--- config.mk ---
export PLATFORM = sky130hd
export DESIGN_NAME = axis_packet_arbiter
export DESIGN_NICKNAME = d
export VERILOG_FILES = /design/src/rtl/axis_packet_arbiter.sv
export SDC_FILE = /design/constraint.sdc
export NUM_CORES = 1
export LEC_CHECK = 0
export ABC_AREA = 1
export CORE_UTILIZATION = 45
export CTS_BUF_LIST = sky130_fd_sc_hd__clkbuf_4
export DETAILED_ROUTE_END_ITERATION = 7
export DONT_BUFFER_PORTS = 1
export GPL_ROUTABILITY_DRIVEN = 0
export HOLD_SLACK_MARGIN = 0.12
export PLACE_DENSITY_LB_ADDON = 0.2
export SLEW_MARGIN = 20
export SYNTH_ARGS = -nofsm -noshare
export SYNTH_HDL_FRONTEND = slang
export SYNTH_SLANG_ARGS = --single-unit
--- constraint.sdc ---
create_clock -name clk -period 2.2 [get_ports clk]
set_clock_uncertainty 0.1 [all_clocks]
set_input_delay 0.55 -clock clk [delete_from_list [all_inputs] [get_ports clk]]
set_output_delay 0.55 -clock clk [all_outputs]
set_load 0.02 [all_outputs]
--- src/rtl/axis_packet_arbiter.sv ---
// axis_packet_arbiter
//   Shares one AXI-stream slave among NUM_SRC stream masters. Arbitration is
//   round-robin at packet granularity: once a source is granted it owns the
//   output until its tlast beat is accepted. Every beat carries the id of the
//   source it came from, and a free-running counter tracks forwarded packets.
//
// Ports
//   clk, resetn          clock, synchronous active-low reset
//   s_tvalid/s_tdata/    per-source slave streams; source i is bit i and
//   s_tlast/s_tready     data slice [i*DATA_W +: DATA_W]
//   src_enable           per-source eligibility mask for new grants
//   m_tvalid/m_tdata/    merged master stream; m_tid names the source of
//   m_tlast/m_tid/       the beat currently presented
//   m_tready
//   busy                 high while a packet grant is held
//   pkt_count            packets fully forwarded (wraps)

// One source lane: decides whether this source is the granted one and, if so,
// exposes its beat and passes downstream ready back to it. Non-granted lanes
// contribute zeros so the top level can merge lanes with a plain OR.
module axis_arb_lane #(
    parameter int DATA_W = 8,
    parameter int ID_W   = 2,
    parameter int IDX    = 0
) (
    input  logic              busy,
    input  logic [ID_W-1:0]   grant,
    input  logic              s_tvalid,
    input  logic [DATA_W-1:0] s_tdata,
    input  logic              s_tlast,
    input  logic              m_tready,
    output logic              s_tready,
    output logic              sel_valid,
    output logic [DATA_W-1:0] sel_data,
    output logic              sel_last
);
    localparam logic [ID_W-1:0] LANE_ID = ID_W'(IDX);

    logic sel;
    assign sel       = busy && (grant == LANE_ID);
    assign s_tready  = sel && m_tready;
    assign sel_valid = sel && s_tvalid;
    assign sel_data  = sel ? s_tdata : '0;
    assign sel_last  = sel && s_tlast;
endmodule

module axis_packet_arbiter #(
    parameter int NUM_SRC = 4,
    parameter int DATA_W  = 8,
    parameter int ID_W    = 2,
    parameter int CNT_W   = 16
) (
    input  logic                      clk,
    input  logic                      resetn,
    input  logic [NUM_SRC-1:0]        s_tvalid,
    input  logic [NUM_SRC*DATA_W-1:0] s_tdata,
    input  logic [NUM_SRC-1:0]        s_tlast,
    output logic [NUM_SRC-1:0]        s_tready,
    input  logic [NUM_SRC-1:0]        src_enable,
    output logic                      m_tvalid,
    output logic [DATA_W-1:0]         m_tdata,
    output logic                      m_tlast,
    output logic [ID_W-1:0]           m_tid,
    input  logic                      m_tready,
    output logic                      busy,
    output logic [CNT_W-1:0]          pkt_count
);
    localparam logic [ID_W-1:0] LAST_ID = ID_W'(NUM_SRC - 1);

    typedef enum logic {IDLE, BUSY} state_t;

    state_t          state;
    logic [ID_W-1:0] grant;
    logic [ID_W-1:0] last_grant;

    logic [NUM_SRC-1:0]             lane_valid;
    logic [NUM_SRC-1:0]             lane_last;
    logic [NUM_SRC-1:0][DATA_W-1:0] lane_data;

    genvar gi;
    generate
        for (gi = 0; gi < NUM_SRC; gi++) begin : g_lane
            axis_arb_lane #(.DATA_W(DATA_W), .ID_W(ID_W), .IDX(gi)) u_lane (
                .busy      (busy),
                .grant     (grant),
                .s_tvalid  (s_tvalid[gi]),
                .s_tdata   (s_tdata[gi*DATA_W +: DATA_W]),
                .s_tlast   (s_tlast[gi]),
                .m_tready  (m_tready),
                .s_tready  (s_tready[gi]),
                .sel_valid (lane_valid[gi]),
                .sel_data  (lane_data[gi]),
                .sel_last  (lane_last[gi])
            );
        end
    endgenerate

    // At most one lane is selected, so an OR merge is a mux.
    always_comb begin
        m_tdata = '0;
        for (int i = 0; i < NUM_SRC; i++) m_tdata = m_tdata | lane_data[i];
    end
    assign m_tvalid = |lane_valid;
    assign m_tlast  = |lane_last;
    // grant is only rewritten on a new arbitration, so it doubles as the
    // "last granted id" shown while idle.
    assign m_tid    = grant;

    // Round-robin pick: walk from last_grant+1 upward with wrap at NUM_SRC,
    // first requesting source wins. The just-finished source is checked last.
    logic [NUM_SRC-1:0] req;
    logic [ID_W-1:0]    cand;
    logic [ID_W-1:0]    pick_idx;
    logic               pick_found;

    assign req = s_tvalid & src_enable;

    always_comb begin
        cand       = last_grant;
        pick_idx   = '0;
        pick_found = 1'b0;
        for (int k = 0; k < NUM_SRC; k++) begin
            cand = (cand == LAST_ID) ? '0 : cand + 1'b1;
            if (!pick_found && req[cand]) begin
                pick_found = 1'b1;
                pick_idx   = cand;
            end
        end
    end

    always_ff @(posedge clk) begin
        if (!resetn) begin
            state      <= IDLE;
            busy       <= 1'b0;
            grant      <= '0;
            last_grant <= LAST_ID;
            pkt_count  <= '0;
        end else begin
            case (state)
                IDLE: begin
                    // Grant lands on this edge; first beat can move next cycle.
                    if (pick_found) begin
                        grant <= pick_idx;
                        busy  <= 1'b1;
                        state <= BUSY;
                    end
                end
                BUSY: begin
                    // Gaps in s_tvalid keep the grant; only an accepted tlast
                    // beat releases it.
                    if (m_tvalid && m_tready && m_tlast) begin
                        last_grant <= grant;
                        busy       <= 1'b0;
                        pkt_count  <= pkt_count + 1'b1;
                        state      <= IDLE;
                    end
                end
                default: begin
                    state <= IDLE;
                    busy  <= 1'b0;
                end
            endcase
        end
    end
endmodule

# Word-level counts from Yosys, hierarchy flattened
# Cells that the tools add are included.
op_classes:
  bitwise_logic: 5
  order_cmp: 4
  mux: 30
  addsub: 5
  n_eq_ne: 9
  n_reduce_logical: 30
op_table:
  columns: ["operator", "n"]
  rows:
  - ["$mux W8", 4]
  - ["$or A8 B8 Y8", 3]
  - ["$logic_and A1 B1 Y1", 21]
  - ["$add A16 B1 Y16 const B", 1]
  - ["$mux W2", 8]
  - ["$eq A2 B2 Y1 const B", 6]
  - ["$lt A2 B3 Y1 const B", 4]
  - ["$mux W1", 12]
  - ["$add A2 B1 Y2 const B", 4]
  - ["$bmux W1 S2", 4]
  - ["$reduce_or A4 Y1", 2]
  - ["$reduce_and A2 Y1", 3]
  - ["$and A4 B4 Y4", 1]
  - ["$pmux W1 S2", 2]
  - ["$logic_not A1 Y1", 3]
  - ["$eq A2 B1 Y1 const B", 1]
  - ["$logic_not A2 Y1", 1]
  - ["$ne A2 B1 Y1 const B", 1]
  - ["$ne A2 B2 Y1 const B", 1]
  - ["$not A1 Y1", 1]
word_totals:
  wordCells: 88
  output_inout_bits: 33
  inputBits: 47
  regBits: 22

# Depth between registers and ports, before layout
depth:
  word_depth: 16
  mapped_depth: 13
  ltp_nobuf: 13

# By module
# From an unflattened synthesis, not the netlist that was laid out.
unflattened:
  hier_cells: 328
  area_unflattened_um2: 2014.4
by_module_without_submodules:
  columns: ["mod", "area_each_um2", "cells_per_inst", "n_inst", "seq_area_each_um2"]
  rows:
  - ["axis_packet_arbiter", 1473.9, 229, 1, 440.4]
  - ["axis_arb_lane (g_lane[1].u_lane ...)", 137.6, 25, 2, 0.0]
  - ["axis_arb_lane (g_lane[3].u_lane)", 133.9, 24, 1, 0.0]
  - ["axis_arb_lane (g_lane[0].u_lane)", 131.4, 25, 1, 0.0]

# Worst setup path after synthesis
# Ideal clock, no wire load.
synth_path:
  path_kind: "register -> output"
  start: "register grant[1], in the netlist m_tid[1]"
  end: "output port m_tlast"
  path_slack_ns: 0.163
  path_stages_with_launch: 6
  path_buffers: 1
  required_ns: 1.550
  arrival_ns: 1.387
  cell_sequence: "dfxtp_1 inv_2 nor3_4 nand2_1 nand4_2 buf_4"
synth_via:
  elab_chain_len: 4
  elab_cells_between_ends: 13
  cone_classes: "eq/ne (3); reduce/logical (10)"
synth_rtl:
  columns: ["item", "line_no", "rtl"]
  rows:
  - ["start: declaration", "73", "logic [ID_W-1:0] grant;"]
  - ["start signal: assignment", "143", "grant <= pick_idx;"]
  - ["$eq A2 B1 Y1, or another cell as far along", "40", "assign sel = busy && (grant == LANE_ID);"]
  - ["$logic_and A1 B1 Y1", "40", null]
  - ["$logic_and A1 B1 Y1", "44", "assign sel_last = sel && s_tlast;"]
  - ["$reduce_or A4 Y1 *", "104", "assign m_tlast = |lane_last;"]
  - ["end: declaration", "62", "output logic m_tlast,"]
# Every way passes the cells marked *; elsewhere a longest branch is shown, timed or not.

# Final worst setup path
layout_path:
  start: "register busy"
  end: "output port m_tdata[7]"
layout_via:
  elab_chain_len: 5
  elab_cells_between_ends: 11
  cone_classes: "mux (4); bitwise (3); reduce/logical (4)"
layout_rtl:
  columns: ["item", "line_no", "rtl"]
  rows:
  - ["start: declaration", "65", "output logic busy,"]
  - ["start signal: assignment", "134", "busy <= 1'b0;"]
  - ["start signal: assignment", "144", "busy <= 1'b1;"]
  - ["start signal: assignment", "153", "busy <= 1'b0;"]
  - ["$logic_and A1 B1 Y1", "40", null]
  - ["$mux W8", "43", "assign sel_data = sel ? s_tdata : '0;"]
  - ["$or A8 B8 Y8 (2 in series)", "101", "for (int i = 0; i < NUM_SRC; i++) m_tdata = m_tdata | lane_data[i];"]
  - ["$or A8 B8 Y8 *", "101", null]
  - ["end: declaration", "61", "output logic [DATA_W-1:0] m_tdata,"]
# Marks and branches as above.

==> metrics.txt <==
Via density 5.23; die area 4300 µm²; CP Class register to output pin; max_cap viols 0; Rows 22; RSZ-0062 raised after global routing true; Post-synth EDFFs 0; Crit path largest cell delay 390 ps; HPWL Detailed 3.34 mm; crit path capture type output pin; layout cells sized above 1 15.9%; CTS tree built; post-route ant nets 0; Cell Area, Synth between 1500 and 2000 µm²; share of the synthesized area in the top cell type 24.2%; HP Class input port to register; Initial Util 48.2%; post-cts hold buffer count 0; CTS max path bufs 2; total vias in the final route roughly 1800; multi-input combinational cell area 1200 µm²; initial antenna violation count 0; Top delay family on crit path simple AND/OR/NAND/NOR gates; fmax 0.474 GHz; Synthesized Nets 342; post-synth cell types 30; DRC viols 0; pin count of the biggest net entering global routing 24; peak supply drop between 0.00015 and 0.0002 V; Ys Warns 0; Hold Vio Cnt, Final 0; Ant. Diodes 0; Total GRT Usage about 22%; Async SR Flop Fraction 0%; grt ovf 0; Area Growth Syn to Fin 9.50%; synthesized area per cell slightly above 6 µm²; actual transition at the worst max-transition pin 574 ps; post-synth top area cell dfxtp_1; Sink Count 22; Max-Slew Margin vs Limit 61.4%; DIE WIDTH around 66 µm; Area contributors post-synth dfxtp_1 (24%), nand2_1 (22%), nand3_1 (8.8%); Die Height between 60 and 70 µm; final clock period utilization by the worst path 96.0%; Synth top cells by count nand2_1 (107), nand3_1 (32), inv_1 (26); total CTS buffers 3; max-slew violations 0; core footprint about 3800 µm²; DR WL/cell 12.5 µm; Synth Register Bits 22; LEAKAGE 0.000872 µW; clk_lat worst skew 310 ps; fill cell count about 380; status completed; Post-Route WL 4.39 mm; Cell Chain, Critical Path inv_2 > nor3_4 > buf_6 > buf_4 > nand2_1 > nand4_1; fin crit period 2110 ps; non-filler cells, final 350; Reg area 449 µm²; Req. time, crit path around 1600 ps; Arr. time, crit path about 1500 ps; final total power 814 µW; DR iter-0 viols 95; IO buf count 0; critical path startpoint category register; H-tree Lvls 1; Main synth FF type dfxtp_1; IO Pins 80; first-pass GRT wire length 7.60 mm; CP bufs+invs 3; endpoints failing setup 0; crit-path max FO 9; PD cells just over 400 nW/µm²; Root Buffer clkbuf_4; # placed instances approximately 340; sequential-to-total area share from yosys stat 24.2%; drt first pass iters 4; nets 353; most frequent cell after synthesis nand2_1; Clk pin slew, worst setup/hold paths 110 ps; Syn Inst Count 293; vias in the first global route 1708; critical path's slowest cell dfxtp_4
## layout by cell type (no fill, tap or decap), types with 3 or more instances in the layout
| master | n |
|---|---|
| buf_4 | 13 |
| a21oi_1 | 17 |
| nor2_1 | 15 |
| xor2_1 | 8 |
| nand4_1 | 7 |
| clkbuf_4 | 3 |
| nand2_1 | 106 |
| inv_2 | 4 |
| dfxtp_1 | 19 |
| nor3_1 | 7 |
| inv_1 | 25 |
| nand2_2 | 6 |
| o21ai_1 | 3 |
| xnor2_1 | 5 |
| a22oi_1 | 5 |
| nand3_1 | 31 |
## where the power goes
part | internal, µW | switching (µW)
Clock | 64.1 | 118
Sequential | 407 | 11.7
Combinational | 63.5 | 150
## stage by stage
step | instance area [µm²] | hold slack [ps] | TNS (ps) | util [%] | setup slack, ps
3_5_place_dp | 1890 | 362 | 0 | 50.1 | 139
2_1_floorplan | 1820 | 349 | 0 | - | 163
4_1_cts | 1960 | 196 | 0 | 51.9 | 7.49
6_report | 1990 | 209 | 0 | 52.8 | 88.8
3_3_place_gp | 1890 | 363 | 0 | 50.1 | 135
5_1_grt | 1990 | 182 | -4.38 | 52.8 | -4.38
## timing repair
item	in CTS	in global routing
endpoints found under the setup margin	10	7
gates resized for setup	3	11
pin swaps	2	1
buffers inserted	4	0
gates cloned	1	0
## state kept, by name, summed over array words and instances (netlist names)
signal	count
pkt_count	16
m_tid	2
state	1
last_grant	2
busy	1
## routing by layer
layer / vias to the layer above / share of wire [%] / global-route usage, %
met5: - / 0 / 0
met4: 0 / 0.18 / 3.80
met3: 2 / 5.2 / 4.69
met2: 41 / 45 / 35.2
met1: 817 / 50 / 31.2
li1: 969 / - / -
## cell type report
| class | count | share of cell area, % |
|---|---|---|
| repair inverters | 1 | 0.251 |
| multi-input cells | 230 | 60.5 |
| repair buffers | 15 | 6.47 |
| inverters | 31 | 6.10 |
| well taps | 48 | 3.02 |
| clock buffers | 3 | 1.13 |
| flip-flops and latches | 22 | 22.6 |
## logic make-up after synthesis
family | share of synthesized area [%]
compound gates | 10.7
fa+ha+maj | 1.38
xor+xnor | 6.26
buf+inv | 10.9
simple gates | 46.5
flops | 24.2
## final timing paths
| path | from | endpoint | slack [ps] | cells past startpoint |
|---|---|---|---|---|
| setup / recovery | busy$_SDFFE_PN0P_ | m_tdata[7] | 90 | 6 |
| hold / removal | resetn | last_grant[0]$_SDFFE_PN1P_ | 210 | 1 |
| setup reg to reg | last_grant[0]$_SDFFE_PN1P_ | m_tid[1]$_SDFFE_PN0P_ | 200 | 11 |
| hold reg to reg | last_grant[1]$_SDFFE_PN1P_ | last_grant[1]$_SDFFE_PN1P_ | 390 | 2 |
No activity file was read; power rests on OpenSTA's default activity.
==> variant 1 (same settings) <==
`DATA_W` is set to 8 in 2 places; all go to 10.
--- a/src/rtl/axis_packet_arbiter.sv
+++ b/src/rtl/axis_packet_arbiter.sv
@@ -21,3 +21,3 @@
 module axis_arb_lane #(
-    parameter int DATA_W = 8,
+    parameter int DATA_W = 10,
     parameter int ID_W   = 2,
@@ -48,3 +48,3 @@
     parameter int NUM_SRC = 4,
-    parameter int DATA_W  = 8,
+    parameter int DATA_W  = 10,
     parameter int ID_W    = 2,
Ports: changed (resized m_tdata and s_tdata); port bits go from 80 to 90. The function was not compared with the original's and may differ.
==> variant 1 against the unedited design <==
  * Synthesized cell count increased by 5.5%
  * Worst setup slack got worse by 0.038 ns
  * Total power up 3.7%
  * Global-route usage is 0.39 points lower
  * Design area grew 3.0%
  * Count of clock-buffer cells in the layout unchanged
  * Sequential share of layout area down 0.72 points
  * Routed wire length increased by 13%
  * Non-clock buffer count is 2 higher
  * Area after synthesis is 1.3% higher
  * Sequential cell count stayed put
==> variant 1: results (changes against the unedited design) <==
Post-Synth XOR/XNOR Area=0.0618 (-0.000808); multi-input gate count=242 (+5.2%); cts repair resizes=6 (+3); ANT cells=0 (unchanged); Comb pwr share=0.280 (+0.018); HP Class=in2reg; largest cells by area after synthesis=nand2_1 (25%), dfxtp_1 (24%), nand3_1 (8.2%), a21oi_1 (5.2%), inv_1 (5.1%); Worst IR Drop VDD=0.168 mV (-6.4%); Seq/Total Area, Yosys=0.239 (-0.00313); Synth cell types=28 (-6.7%); Post-Place Setup Slack=0.201 ns (+0.0627 ns); vias in the first global route=1739 (+1.8%); non-clock buffer count=17 (+2); actual slew at the worst max-slew pin=0.525 ns (-0.0496 ns); DR vias/cell=5.34 (+2.1%); placed insts=357 (+4.4%); Leakage=0.000911 uW (+4.4%); All-Layer GR Usage=0.219 (-0.00390); Post-synth top cells=nand2_1 (123), nand3_1 (30), inv_1 (25); half-perimeter wire length after placement=3.75 mm (+12%); sequential share of cell area=0.218 (-0.00722); switch share=0.358 (+0.0150); final WL=4.97 mm (+13%); first-pass GRT wire length=7.55 mm (-0.63%); Reg power frac=0.494 (-0.021); syn nets=366 (+7.0%); # fillers=403 (+5.8%); Compound-Gate Fraction of Synth Area=0.0978 (-0.00954); clk cell area share=0.0128 (+0.00150); Via Count=1948 (+6.5%); clock-pin slew on the worst setup and hold paths=0.14 ns (+0.03 ns); Worst path max stage delay=0.41 ns (+0.02 ns); Post-CTS Setup Bufs=0 (-4); drt first-iter violations=75 (-21%); status=complete, no violations; Syn Area/Cell=5.96 um^2 (-3.9%); finished layout cell area=2050 um^2 (+3.0%); Net Sw Power=302 uW (+8.3%); Die Wd=66.0 um (+0.63%); placed standard-cell area=1920 um^2 (+1.5%); layout cells sized above 1=0.161 (+0.00194); synthesized-area fraction occupied by adder cells=0.0136 (-0.000178)
[variant 1: cell count changes after synthesis, moves of 3 or more]
cell      change
nand2_1      +16
nand2_2       -5
clkbuf_1      +4
nand4_1       +4
o21ai_1       -3
[variant 1: cells by family after synthesis]
kind of cell,count (synthesis)
AND/OR/NAND/NOR,197
buffers and inverters,45
AO/OA/AOI/OAI,30
flip-flops,22
XOR/XNOR,13
adder cells (fa/ha/maj),2
[variant 1: routing by layer]
layer | up-vias | part of all wire | track usage
li1 | 1008 | - | -
met1 | 852 | 0.42 | 0.261
met2 | 78 | 0.48 | 0.407
met3 | 10 | 0.073 | 0.0310
met4 | 0 | 0.021 | 0.0505
met5 | - | 0 | 0
[variant 1: path summary, 6_finish.rpt]
check / depth (start not counted) / endpoint / slack [ns] / from
setup reg to reg: 10 / m_tid[1] / 0.20 / last_grant[0]
setup / recovery: 5 / m_tdata[5] / 0.05 / m_tid[0]
hold / removal: 1 / last_grant[0] / 0.20 / resetn
hold reg to reg: 2 / last_grant[1] / 0.42 / last_grant[1]
==> variant 2 (same settings) <==
Made on the original files. Register the output `pkt_count` once more; this adds one clock of latency there. The other outputs are not delayed to match.
--- a/src/rtl/axis_packet_arbiter.sv
+++ b/src/rtl/axis_packet_arbiter.sv
@@ -71,2 +71,4 @@
 
+    logic [CNT_W-1:0] pkt_count_s0;
+
     state_t          state;
@@ -136,3 +138,3 @@
             last_grant <= LAST_ID;
-            pkt_count  <= '0;
+            pkt_count_s0 <= '0;
         end else begin
@@ -153,3 +155,3 @@
                         busy       <= 1'b0;
-                        pkt_count  <= pkt_count + 1'b1;
+                        pkt_count_s0 <= pkt_count_s0 + 1'b1;
                         state      <= IDLE;
@@ -164,2 +166,6 @@
     end
+    always_ff @(posedge clk) begin
+        pkt_count <= pkt_count_s0;
+    end
+
 endmodule
Behaviour: not the same (a bounded check fails within 4 cycles, from zero or initial values and one cycle with resetn low).
==> variant 2 against the unedited design <==
  * Worst setup slack got worse by 0.0042 ns
  * Sequential cell count rose by 16
  * Worst hold slack got worse by 0.0032 ns
  * Design area rose by 18%
  * Routed wire length rose by 11%
  * Register-to-register slack got worse by 0.02 ns
  * Total power rose by 74%
  * Sequential power rose by 69%
  * Area after synthesis rose by 14%
  * Largest cell class unchanged
  * Largest power group unchanged
==> variant 2: results (changes against the unedited design) <==
status=complete, no violations; multi-input gate count=236 (+2.6%); syn nets=356 (+4.1%); Leakage=0.00104 uW (+20%); first-pass GRT wire length=8.05 mm (+6.0%); # fillers=420 (+10%); Worst IR Drop VDD=0.396 mV (+120%); delay-heaviest family, CP=simple AND/OR/NAND/NOR gates; R2R cell count=12 (+1); Post-CTS Setup Bufs=3 (-1); synthesized-area fraction occupied by adder cells=0.0121 (-0.00167); half-perimeter wire length after placement=3.60 mm (+7.7%); Seq/Total Area, Yosys=0.368 (+0.126); reg-to-reg slack, setup=0.18 ns (-0.02 ns); Synth cell types=32 (+6.7%); ANT cells=0 (unchanged); All-Layer GR Usage=0.205 (-0.0179); final WL=4.89 mm (+11%); Reg area=768 um^2 (+71%); largest net degree at the start of global routing=21 (-13%); met2 WL=2.32 mm (+19%); layout cells sized above 1=0.152 (-0.00677); Clock Buffer Count=7 (+4); cts repair resizes=2 (-1); met2 Use GR=0.345 (-0.00672); Compound-Gate Fraction of Synth Area=0.0786 (-0.0287); multi-input combinational area share=0.513 (-0.0919); non-clock buffer count=17 (+2); DRT met1 WL=2.11 mm (-3.9%); Worst path max stage delay=0.40 ns; WHS Endpoint=last_grant[1]; crit-path max FO=8 (-1); drt first-iter violations=135 (+42%); Post-Synth XOR/XNOR Area=0.0508 (-0.0118); Syn Area/Cell=6.74 um^2 (+8.6%); vias in the first global route=1841 (+7.8%); CTS Buffer Depth=2 (unchanged); Final non-clock buffer share=0.0589 (-0.00582); largest cells by area after synthesis=dfxtp_1 (37%), nand2_1 (21%), nand3_1 (7.0%), nor2_1 (4.2%), a21oi_1 (3.6%); Setup crit start=m_tid[0]; Clk Latency, worst-skew pair=0.34 ns (+0.03 ns); headroom to the max-slew limit=0.686 (+0.0713); inverters=23 (-28%); M3 GR Usage=0.0669 (+0.0200); met3 wire length=394 um (+74%); DR vias/cell=5.34 (+2.3%); synth warn=0 (unchanged); clk cell area share=0.0350 (+0.0237); H-tree levels=2 (+1); reg2reg end=m_tid[0]; met1 Track Usage GR=0.242 (-0.0700); top layer in use=met4; CTS Sinks=38 (+73%); Post-synth top cells=nand2_1 (118), dfxtp_1 (38), nand3_1 (29); slowest CP cell=dfxtp_4; TritonCTS Buffers=5 (+2); HP Class=in2reg; DRT Pass-1 Iters=4 (unchanged); Layout Nets=370 (+4.8%)
==> variant 2: cell types whose count changed in the layout (fill, tap and decap cells not counted), moves of 3 or more <==
cell	delta
clkbuf_4	+4
nand2_1	+9
nor2_1	+8
nor3_1	-4
nand3_1	-5
inv_1	-8
o211ai_1	+3
dfxtp_1	+17
==> variant 2: power by group <==
part	switching, uW	internal (uW)
Combinational	153	75.2
Clock	216	266
Sequential	12.7	697
Total	381	1040
==> variant 2: metrics by stage <==
step / setup WS (ns) / hold slack (ns) / TNS, ns / cells / util
final: 0.0846 / 0.206 / 0 / 374 / 0.538
after global routing: -0.00513 / 0.185 / -0.00904 / 374 / 0.538
after CTS: 0.00182 / 0.187 / 0 / 371 / 0.516
after detailed placement: 0.0389 / 0.273 / 0 / 360 / 0.490
after global placement: 0.0719 / 0.270 / 0 / 360 / 0.490
after floorplan: 0.124 / 0.251 / 0 / 307 / -
